[src/rtl/reg_pipeline_if.sv]
// Handshake bundle for reg_pipeline: upstream valid/ready/data, downstream valid/ready/data, occupancy.
// Flush port exists only when REG_PIPELINE_FLUSH_EN is defined.
interface reg_pipeline_if #(
  parameter int WIDTH = 8,
  parameter int DEPTH = 3
);
  localparam int CW = $clog2(DEPTH + 1);

  logic             in_valid;
  logic             in_ready;
  logic [WIDTH-1:0] in_data;
  logic             out_valid;
  logic             out_ready;
  logic [WIDTH-1:0] out_data;
  logic [CW-1:0]    count;
`ifdef REG_PIPELINE_FLUSH_EN
  logic             flush;

  modport master (output in_valid, in_data, out_ready, flush,
                  input  in_ready, out_valid, out_data, count);
  modport slave  (input  in_valid, in_data, out_ready, flush,
                  output in_ready, out_valid, out_data, count);
`else
  modport master (output in_valid, in_data, out_ready,
                  input  in_ready, out_valid, out_data, count);
  modport slave  (input  in_valid, in_data, out_ready,
                  output in_ready, out_valid, out_data, count);
`endif
endinterface

[src/rtl/reg_pipeline.sv]
// WIDTH x DEPTH register pipeline with valid/ready, bubble collapsing and occupancy count.
// Optional synchronous flush enabled by macro REG_PIPELINE_FLUSH_EN.
module reg_pipeline #(
  parameter int               WIDTH     = 8,
  parameter int               DEPTH     = 3,
  parameter logic [WIDTH-1:0] RESET_VAL = '0
) (
  input  logic          clk,
  input  logic          reset,
  reg_pipeline_if.slave p
);
  localparam int CW = $clog2(DEPTH + 1);

  logic [DEPTH-1:0] v_q, v_d, adv;
  logic [WIDTH-1:0] d_q [DEPTH];
  logic [WIDTH-1:0] d_d [DEPTH];
  logic [CW-1:0]    count_q, count_d;
  logic             flush_w, xfer_in, xfer_out, tail_full;

`ifdef REG_PIPELINE_FLUSH_EN
  assign flush_w = p.flush;
`else
  assign flush_w = 1'b0;
`endif

  // A stage stalls only when it and every stage after it are full and the output is blocked.
  always_comb begin
    tail_full = 1'b1;
    adv       = '0;
    for (int i = DEPTH - 1; i >= 0; i--) begin
      tail_full = tail_full & v_q[i];
      adv[i]    = !tail_full | p.out_ready;
    end
  end

  assign p.in_ready  = adv[0] & !flush_w;
  assign p.out_valid = v_q[DEPTH-1] & !flush_w;
  assign p.out_data  = d_q[DEPTH-1];
  assign p.count     = count_q;
  assign xfer_in     = p.in_valid & p.in_ready;
  assign xfer_out    = p.out_valid & p.out_ready;

  always_comb begin
    v_d     = v_q;
    d_d     = d_q;
    count_d = count_q + CW'(xfer_in) - CW'(xfer_out);
    if (adv[0]) begin
      v_d[0] = p.in_valid;
      if (xfer_in) d_d[0] = p.in_data;
    end
    for (int i = 1; i < DEPTH; i++) begin
      if (adv[i]) begin
        v_d[i] = v_q[i-1];
        if (v_q[i-1]) d_d[i] = d_q[i-1];
      end
    end
    // Flush drops every beat but leaves the data registers untouched.
    if (flush_w) begin
      v_d     = '0;
      d_d     = d_q;
      count_d = '0;
    end
  end

  always_ff @(posedge clk or negedge reset) begin
    if (!reset) begin
      v_q     <= '0;
      count_q <= '0;
      for (int i = 0; i < DEPTH; i++) d_q[i] <= RESET_VAL;
    end else begin
      v_q     <= v_d;
      count_q <= count_d;
      d_q     <= d_d;
    end
  end
endmodule
[src/flat_wrapper.sv]
// flat-port wrapper written by rule: the top's interface ports become plain ports
module reg_pipeline_flat 
#(
  parameter int               WIDTH     = 8,
  parameter int               DEPTH     = 3,
  parameter logic [WIDTH-1:0] RESET_VAL = '0
)
  (clk, reset, p_in_valid, p_in_data, p_out_ready, p_in_ready, p_out_valid, p_out_data, p_count);
  reg_pipeline_if #(.WIDTH(WIDTH), .DEPTH(DEPTH)) p_i ();
  input  logic clk;
  input  logic reset;
  input wire logic [$bits(p_i.in_valid)-1:0] p_in_valid;
  input wire logic [$bits(p_i.in_data)-1:0] p_in_data;
  input wire logic [$bits(p_i.out_ready)-1:0] p_out_ready;
  output wire logic [$bits(p_i.in_ready)-1:0] p_in_ready;
  output wire logic [$bits(p_i.out_valid)-1:0] p_out_valid;
  output wire logic [$bits(p_i.out_data)-1:0] p_out_data;
  output wire logic [$bits(p_i.count)-1:0] p_count;
  assign p_i.in_valid = p_in_valid;
  assign p_i.in_data = p_in_data;
  assign p_i.out_ready = p_out_ready;
  assign p_in_ready = p_i.in_ready;
  assign p_out_valid = p_i.out_valid;
  assign p_out_data = p_i.out_data;
  assign p_count = p_i.count;
  reg_pipeline #(.WIDTH(WIDTH), .DEPTH(DEPTH), .RESET_VAL(RESET_VAL)) u_core (.clk(clk), .reset(reset), .p(p_i));
endmodule
[config.mk]
export PLATFORM = sky130hd
export DESIGN_NAME = reg_pipeline_flat
export DESIGN_NICKNAME = d
export VERILOG_FILES = /design/src/rtl/reg_pipeline_if.sv /design/src/rtl/reg_pipeline.sv /design/src/flat_wrapper.sv
export SDC_FILE = /design/constraint.sdc
export NUM_CORES = 1
export LEC_CHECK = 0
export BUFFER_PORTS_ARGS = -buffer_cell sky130_fd_sc_hd__buf_4
export CAP_MARGIN = 20
export CORE_MARGIN = 2
export CORE_UTILIZATION = 45
export CTS_BUF_LIST = sky130_fd_sc_hd__clkbuf_4
export CTS_CLUSTER_SIZE = 8
export DETAILED_ROUTE_END_ITERATION = 8
export PLACE_DENSITY_LB_ADDON = 0.12
export SLEW_MARGIN = 15
export SYNTH_ARGS = -nofsm -noshare
export SYNTH_HDL_FRONTEND = slang
export SYNTH_SLANG_ARGS = --single-unit
[constraint.sdc]
create_clock -name clk -period 2 [get_ports clk]
set_input_delay 0.3 -clock clk [delete_from_list [all_inputs] [get_ports clk]]
set_output_delay 0.3 -clock clk [all_outputs]
set_load 0.005 [all_outputs]
==> results.cfg, run 1 <==
[critical_path]
crit_buf_inv = 1
critPathTopFamily = flip-flops
critical_path.max_stage_delay_ns = 0.46
required_ns = 2.24
reg2regPathDepth = 6
cp_slowest_cell = dfrtp_1
crit_arrival_ns = 1.75
crit_path_end_kind = flop
critical_path.max_fanout = 5
r2r_start = u_core.v_q[2]
crit_type = flop to flop
r2r_end = u_core.p.count[1]
worstPathCellList = and2_1, ha_1, inv_1, ha_1, xnor2_1, xnor2_1
start_kind = flop
ff2ff_setup_slack_ns = 0.49

[clocking]
cts.root.buffer_cell = clkbuf_4
cts_hold_buf = 1
h-tree-depth = 2
cts_tree = done
post_cts_buffers = 0
clkSinkCount = 29
cts.clk_slew.worst_paths_ns = 0.08
clkLatencyLatePin_ns = 0.31
cts_resized = 0
clk_path_buf_depth = 2
cts_buffers = 5

[final_layout]
instances_no_fill = 131
multi_input_comb_area_sq_um = 405
regArea_sq_um = 726
drive_above_1_share = 0.574
fill_cells = 215
final_core_util = 0.565
nets = 115
area_growth_pct = 17.4
n_antenna_cell = 0

[sta]
period_needed_ns = 1.51
min_period_over_period = 0.757
finalHoldViolations = 0
fmax_ghz = 0.660
worst_pin_slew_ns = 0.357
drv_slew = 0
clock_skew_ns = 0.00560
rsz0062_at_grt = no
setup_ws_ns = 0.486
slew_headroom = 0.762
setup_viol = 0
fin_tns_setup_ns = 0

[route]
viasPerCell = 4.90
first_pass_iters = 2
drtAntennaViolNets = 0
drtIter0Drc = 4
vias = 642
routedWlPerCell_microns = 13.1
totalWireLength_mm = 1.72
drcViolationCount = 0

[synthesis]
yosysTopAreaCellShare = 0.604
seq_area_frac_synth = 0.604
syn-cell-area_sq_um = 1200
synth_commonest_cells = dfrtp_1, mux2_2, buf_4
netlist_instances = 78
synth_edf_count = 0
synth_nets = 92
synth.most_common_cell = dfrtp_1
synth_top_cell_by_area = dfrtp_1
syn_avg_cell_area_sq_um = 15.4
synthArstFlopShare = 1.00
yosys_most_used_dff = dfrtp_1
synth_cell_types = 13
ys_top_cells_by_area = dfrtp_1, mux2_2, buf_4, ha_1, nand4b_4
yosys_warnings = 0
synth_seq_cells = 29

[global_route]
track_usage = 0.137
grt_pass1_wl_mm = 3.04
grt_pass1_vias = 662
antenna_found_initial = 0
overflow = 0
grt_start_max_net_pins = 30

[floorplan]
ioPinCount = 24
start_util = 0.481
die_y_microns = 55.7
die_area_sq_um = 3100
die_x_microns = 55.7
core_sq_um = 2500
rows = 18

[placed_design]
place_ws_ns = 0.513
gp_congestion = 0.702
portBuffers = 23
dp_hpwl_mm = 1.19
dp_cells = 123

[hold_path]
hold_path_end = u_core.v_q[0]
hold_class = primary input to flop
hold_start = p_in_valid
whs_path_depth = 2

[power]
netSwitchingPower_mw = 0.401
sw_frac_of_total = 0.256
p_comb_frac = 0.268
ir_drop_mv = 0.614
p_leak_nw = 0.657
p_seq_frac = 0.530
p_int_mw = 1.17
powerDensity_nw_per_um2 = 1110
clkPwrFrac = 0.202

[job]
drv_cap = 0

[status]
status = completed
cell type report:
cell class	instances	share of cell area
Sequential cell	29	0.514
Multi-Input combinational cell	38	0.287
Timing Repair Buffer	24	0.129
Clock buffer	6	0.0319
Tap cell	30	0.0266
Inverter	3	0.00798
Clock inverter	1	0.00266
power groups by stage:
| stage | sequential (mW) | combinational (mW) | clock (mW) |
|---|---|---|---|
| floorplan | 0.824 | 0.323 | 0 |
| global placement | 0.840 | 0.418 | 0 |
| finish | 0.831 | 0.420 | 0.317 |
| global route | 0.854 | 0.461 | 0.367 |
| CTS | 0.833 | 0.431 | 0.339 |
| detailed placement | 0.845 | 0.428 | 0 |
placed cells by master (no fill, tap or decap):
| cell type | instances |
|---|---|
| dfrtp_1 | 29 |
| mux2_2 | 24 |
| buf_4 | 23 |
| clkbuf_4 | 6 |
| inv_1 | 3 |
| xnor2_1 | 2 |
| nand2b_1 | 2 |
| nand2_2 | 2 |
| or2b_1 | 2 |
| ha_1 | 2 |
| nand4b_4 | 1 |
| nand2_4 | 1 |
| and2_1 | 1 |
| nand3b_2 | 1 |
| clkinv_1 | 1 |
| dlygate4sd3_1 | 1 |
per-stage QoR:
step                      area (sq um)  hold WS, ns  power (mW)
after floorplan                   1200      0.00441        1.15
after global placement            1350        0.242        1.26
after detailed placement          1350        0.242        1.27
after CTS                         1410        0.180        1.60
after global routing              1410        0.188        1.68
final                             1410        0.201        1.57
cell families after synthesis:
logic type               Yosys count  synth area share
XOR/XNOR                           2            0.0146
flip-flops                        29             0.604
adder cells (fa/ha/maj)            2            0.0208
multiplexers                      24             0.225
buffers and inverters             11            0.0593
AND/OR/NAND/NOR                   10            0.0770
registers in the layout (all words and copies together) (netlist names):
| name | count |
|---|---|
| u_core.d_q | 16 |
| u_core.p.out_data | 8 |
| u_core.v_q | 3 |
| u_core.p.count | 2 |
layer usage:
layer / routed length (microns) / GRT usage / vias to the layer above
met2: 859 / 0.207 / 16
met5: 0 / 0 / -
met1: 710 / 0.150 / 313
li1: - / - / 305
met3: 87 / 0.0512 / 8
met4: 62 / 0.115 / 0
how the worst max path moves through the flow:
stage                        startpoint                end  cells past startpoint
after detailed placement  u_core.v_q[2]  u_core.p.count[1]                      6
final                     u_core.v_q[2]  u_core.p.count[1]                      6
after floorplan           u_core.v_q[2]  u_core.p.count[1]                      6
after CTS                 u_core.v_q[2]  u_core.p.count[1]                      6
after global placement    u_core.v_q[2]  u_core.p.count[1]                      6
after global routing      u_core.v_q[2]  u_core.p.count[1]                      6
Note: power is estimated with default switching activity, not from simulation.
==> run 2, diff against run 1 <==
==> constraint.sdc (replaced) <==
create_clock -name clk -period 1.4 [get_ports clk]
set_input_delay 0.21 -clock clk [delete_from_list [all_inputs] [get_ports clk]]
set_output_delay 0.21 -clock clk [all_outputs]
set_load 0.005 [all_outputs]
==> run 2 against run 1 <==
Against the previous run:
- die area unchanged
- critical path type unchanged
- highest routed layer unchanged
- sequential share of layout area decreased by 3.1 points
- clock power increased by 110%
==> results.cfg, run 2 (synthesis results as in run 1) <==
[clocking]
cts.clk_slew.worst_paths_ns = 0.09
clkLatencyLatePin_ns = 0.31
clkSinkCount = 29
cts_buffers = 5
clk_path_buf_depth = 2
h-tree-depth = 2
cts.root.buffer_cell = clkbuf_4
cts_tree = done

[floorplan]
die_area_sq_um = 3100
core_sq_um = 2500
rows = 18
die_y_microns = 55.7
ioPinCount = 24
die_x_microns = 55.7
start_util = 0.481

[sta]
setup_viol = 0
min_period_over_period = 0.990
worst_pin_slew_ns = 0.360
setup_ws_ns = 0.0146
fmax_ghz = 0.722
slew_headroom = 0.760
clock_skew_ns = 0.00132
period_needed_ns = 1.39
drv_slew = 0
finalHoldViolations = 0
fin_tns_setup_ns = 0
rsz0062_at_grt = yes

[route]
vias = 668
first_pass_iters = 4
drcViolationCount = 0
drtAntennaViolNets = 0
viasPerCell = 4.95
routedWlPerCell_microns = 13.9
drtIter0Drc = 1
totalWireLength_mm = 1.88

[power]
powerDensity_nw_per_um2 = 1690
p_total_mw = 2.55
p_leak_nw = 0.692
ir_drop_mv = 0.991

[critical_path]
crit_path_end_kind = flop
ff2ff_setup_slack_ns = 0.01
r2r_end = u_core.p.count[1]
r2r_start = u_core.v_q[2]
crit_type = flop to flop
required_ns = 1.60
crit_arrival_ns = 1.59
start_kind = flop
reg2regPathDepth = 6
critical_path.max_fanout = 2

[hold_path]
hold_start = p_in_valid
whs_path_depth = 2
hold_class = primary input to flop
hold_path_end = u_core.v_q[0]

[global_route]
track_usage = 0.142
grtUsageMet3 = 0.0488
grt_start_max_net_pins = 30
grt.busiest_layer = met2
grtUsageMet1 = 0.163
grt_pass1_wl_mm = 3.26
grt_pass1_vias = 716
antenna_found_initial = 0
overflow = 0
use_met2 = 0.235

[final_layout]
area_growth_pct = 25.1
top_register = u_core.d_q
n_antenna_cell = 0
fill_cells = 220
final_common_cell = dfrtp_1
layout_common_cells = dfrtp_1, buf_4, mux2_2, clkbuf_4
drive_above_1_share = 0.648
nets = 118
largest_reg_flops = 16

[placed_design]
portBuffers = 23
place_ws_ns = -0.0103
gp_congestion = 0.713
dp_hpwl_mm = 1.31

[status]
status = completed

[job]
drv_cap = 0
[run 2: changes by cell type in the layout (fill, tap and decap cells not counted)]
cell / before / now
xnor2_1: 2 / 1
and2_4: 0 / 1
xnor2_2: 0 / 1
inv_2: 0 / 1
and2_1: 1 / 0
dfrtp_2: 0 / 1
bufinv_16: 0 / 1
ha_4: 0 / 2
inv_1: 3 / 2
dfrtp_1: 29 / 28
buf_6: 0 / 1
buf_4: 23 / 25
ha_1: 2 / 0
[run 2: area by class of cell]
class                           instances  area (sq um)  share of cell area
Sequential cell                        29           727               0.483
Inverter                                3          11.3             0.00749
Clock inverter                          2          33.8              0.0225
Tap cell                               30          37.5              0.0250
Multi-Input combinational cell         38           440               0.293
Clock buffer                            6          45.0              0.0300
Timing Repair Buffer                   27           209               0.139
[run 2: how the worst max path moves through the flow]
stage / cells after the start / end / slack, ns / from
floorplan: 6 / u_core.p.count[1] / -0.02 / u_core.v_q[2]
global placement: 6 / u_core.p.count[1] / 0.03 / u_core.v_q[2]
detailed placement: 6 / u_core.p.count[1] / -0.01 / u_core.v_q[2]
CTS: 6 / u_core.p.count[1] / 0.02 / u_core.v_q[2]
global route: 6 / u_core.p.count[1] / -0.02 / u_core.v_q[2]
finish: 6 / u_core.p.count[1] / 0.01 / u_core.v_q[2]
[run 2: repair_timing]
action,in CTS,in global routing
gates resized for setup,2,5
endpoints found under the setup margin,1,1
hold buffers,1,0
pin swaps,0,6
hold endpoints to repair,29,0
buffers inserted,0,0
[run 2: routing by layer]
metal  vias to the layer above  share of wire
li1                        308              -
met1                       342           0.38
met2                        16           0.57
met3                         2          0.048
met4                         0         0.0080
met5                         -              0
[run 2: power breakdown]
part           internal, mW  switching [mW]
clock network         0.391           0.271
registers              1.07           0.124
logic                 0.454           0.240
[run 2: per-stage QoR]
step | hold slack (ns) | std cells | instance area [sq um] | util
floorplan | -0.0856 | 78 | 1200 | -
global placement | 0.151 | 126 | 1380 | 0.551
detailed placement | 0.152 | 126 | 1380 | 0.551
CTS | 0.113 | 135 | 1480 | 0.590
global route | 0.103 | 135 | 1500 | 0.602
finish | 0.123 | 135 | 1500 | 0.602
[run 2: critical path: stages, from the launching register on]
cell     delay [ns]
dfrtp_2        0.42
and2_4         0.17
ha_4           0.25
inv_2          0.04
ha_4           0.15
xnor2_2        0.13
xnor2_1        0.12
==> run 3, diff against run 2 <==
--- a/config.mk
+++ b/config.mk
@@ -7,11 +7,14 @@
 export LEC_CHECK = 0
 export BUFFER_PORTS_ARGS = -buffer_cell sky130_fd_sc_hd__buf_4
 export CAP_MARGIN = 20
+export CELL_PAD_IN_SITES_DETAIL_PLACEMENT = 1
+export CELL_PAD_IN_SITES_GLOBAL_PLACEMENT = 2
 export CORE_MARGIN = 2
-export CORE_UTILIZATION = 45
+export CORE_UTILIZATION = 39
 export CTS_BUF_LIST = sky130_fd_sc_hd__clkbuf_4
 export CTS_CLUSTER_SIZE = 8
 export DETAILED_ROUTE_END_ITERATION = 8
+export MAX_ROUTING_LAYER = met4
 export PLACE_DENSITY_LB_ADDON = 0.12
 export SLEW_MARGIN = 15
 export SYNTH_ARGS = -nofsm -noshare
==> run 3 against run 2 <==
Against the previous run:
- the run now ends with negative setup slack left
- critical path type unchanged
- register-to-register slack lost 0.07 ns
- largest cell class unchanged
- die area grew 14%
- final area grew 1.7%
==> results.cfg, run 3 (synthesis results as in run 1) <==
[status]
status = finished with violations
violations = negative setup slack

[critical_path]
crit_path_end_kind = flop
critical_path.max_fanout = 2
crit_type = flop to flop
start_kind = flop
r2r_start = u_core.v_q[2]
reg2regPathDepth = 6
ff2ff_setup_slack_ns = -0.06
required_ns = 1.64
crit_arrival_ns = 1.70
r2r_end = u_core.p.count[1]

[clocking]
clkSinkCount = 29
clkLatencyLatePin_ns = 0.32
cts.root.buffer_cell = clkbuf_4
cts_tree = done
clk_path_buf_depth = 2
h-tree-depth = 2
cts_buffers = 5
cts.clk_slew.worst_paths_ns = 0.09

[floorplan]
start_util = 0.400
die_area_sq_um = 3540
core_sq_um = 3000
die_y_microns = 59.5
die_x_microns = 59.5
ioPinCount = 24
rows = 20

[final_layout]
regArea_sq_um = 727
n_antenna_cell = 0
largest_reg_flops = 16
area_growth_pct = 27.3
final_common_cell = dfrtp_1
top_register = u_core.d_q
finalInstanceArea_sq_um = 1530
multi_input_comb_area_sq_um = 444
nets = 121
instances_no_fill = 141
fill_cells = 305
drive_above_1_share = 0.676
final_core_util = 0.510
layout_common_cells = dfrtp_1, buf_4, mux2_2, clkbuf_4, buf_6

[power]
powerDensity_nw_per_um2 = 1580
ir_drop_mv = 0.738
p_leak_nw = 0.709
p_total_mw = 2.41

[global_route]
grt_pass1_vias = 704
overflow = 0
grt_pass1_wl_mm = 3.26
antenna_found_initial = 0
grt_start_max_net_pins = 30
track_usage = 0.138

[job]
drv_cap = 0

[route]
totalWireLength_mm = 2.04
drtAntennaViolNets = 0
first_pass_iters = 3
drcViolationCount = 0
vias = 688
viasPerCell = 4.88
drtIter0Drc = 10
routedWlPerCell_microns = 14.5

[sta]
setup_viol = 1
worst_pin_slew_ns = 0.361
drv_slew = 0
fmax_ghz = 0.685
finalHoldViolations = 0
hold_ws_ns = 0.112
clock_skew_ns = 0.0102
rsz0062_at_grt = yes
period_needed_ns = 1.46
slew_headroom = 0.759
setup_ws_ns = -0.0593
min_period_over_period = 1.04

[placed_design]
post_dp_cell_area_sq_um = 1380
dp_hpwl_mm = 1.34
dp_cells = 129
portBuffers = 23
gp_congestion = 0.650

[hold_path]
hold_start = p_in_data[3]
hold_path_end = u_core.d_q[19]
whs_path_depth = 2
hold_class = primary input to flop
## run 3: changes by cell type in the layout (fill, tap and decap cells not counted)
cell / delta
bufinv_16: -1
mux2_2: -1
mux2_4: +1
inv_2: +1
clkinv_1: -1
buf_6: +2
clkinv_2: +2
inv_1: -1
buf_12: +1
## run 3: how the worst max path moves through the flow
stage | from | endpoint | slack [ns] | cells past startpoint
3_3_place_gp | u_core.v_q[2] | u_core.p.count[1] | 0.03 | 7
4_1_cts | u_core.v_q[2] | u_core.p.count[1] | 0.005 | 6
2_1_floorplan | u_core.v_q[2] | u_core.p.count[1] | -0.02 | 6
5_1_grt | u_core.v_q[2] | u_core.p.count[1] | -0.09 | 6
3_5_place_dp | u_core.v_q[2] | u_core.p.count[1] | -0.07 | 7
6_report | u_core.v_q[2] | u_core.p.count[1] | -0.06 | 6
## run 3: worst max-delay path, stage by stage (launching register included)
cell     delay, ns
dfrtp_2       0.43
and2_4        0.15
ha_4          0.25
inv_2         0.03
ha_4          0.15
xnor2_2       0.20
xnor2_1       0.16
## run 3: area by class of cell
class	count	area share
clock buffers	6	0.0294
clock inverters	2	0.00654
inverters	3	0.00736
multi-input cells	38	0.290
flip-flops and latches	29	0.475
well taps	33	0.0270
repair buffers	30	0.164
## run 3: timing repair
item | in CTS | in global routing
pin swaps | 2 | 4
buffers inserted | 1 | 2
resized for setup | 2 | 9
endpoints found under the setup margin | 1 | 2
endpoints found under the hold margin | 29 | 0
hold buffers | 1 | 0
## run 3: routing by layer
layer	wire length, microns	up-vias	GRT usage
li1	-	316	-
met1	838	348	0.141
met2	1050	19	0.228
met3	106	5	0.0590
met4	45	0	0.0667
met5	0	-	-
## run 3: per-stage QoR
| step | setup slack (ns) | TNS (ns) |
|---|---|---|
| 2_1_floorplan | -0.0220 | -0.0220 |
| 3_3_place_gp | 0.0267 | 0 |
| 3_5_place_dp | -0.0665 | -0.0665 |
| 4_1_cts | 0.00535 | 0 |
| 5_1_grt | -0.0889 | -0.126 |
| 6_report | -0.0593 | -0.0593 |
## run 3: power breakdown
| group | switching [mW] | internal, mW |
|---|---|---|
| clock | 0.285 | 0.210 |
| sequential | 0.124 | 1.07 |
| combinational | 0.256 | 0.469 |
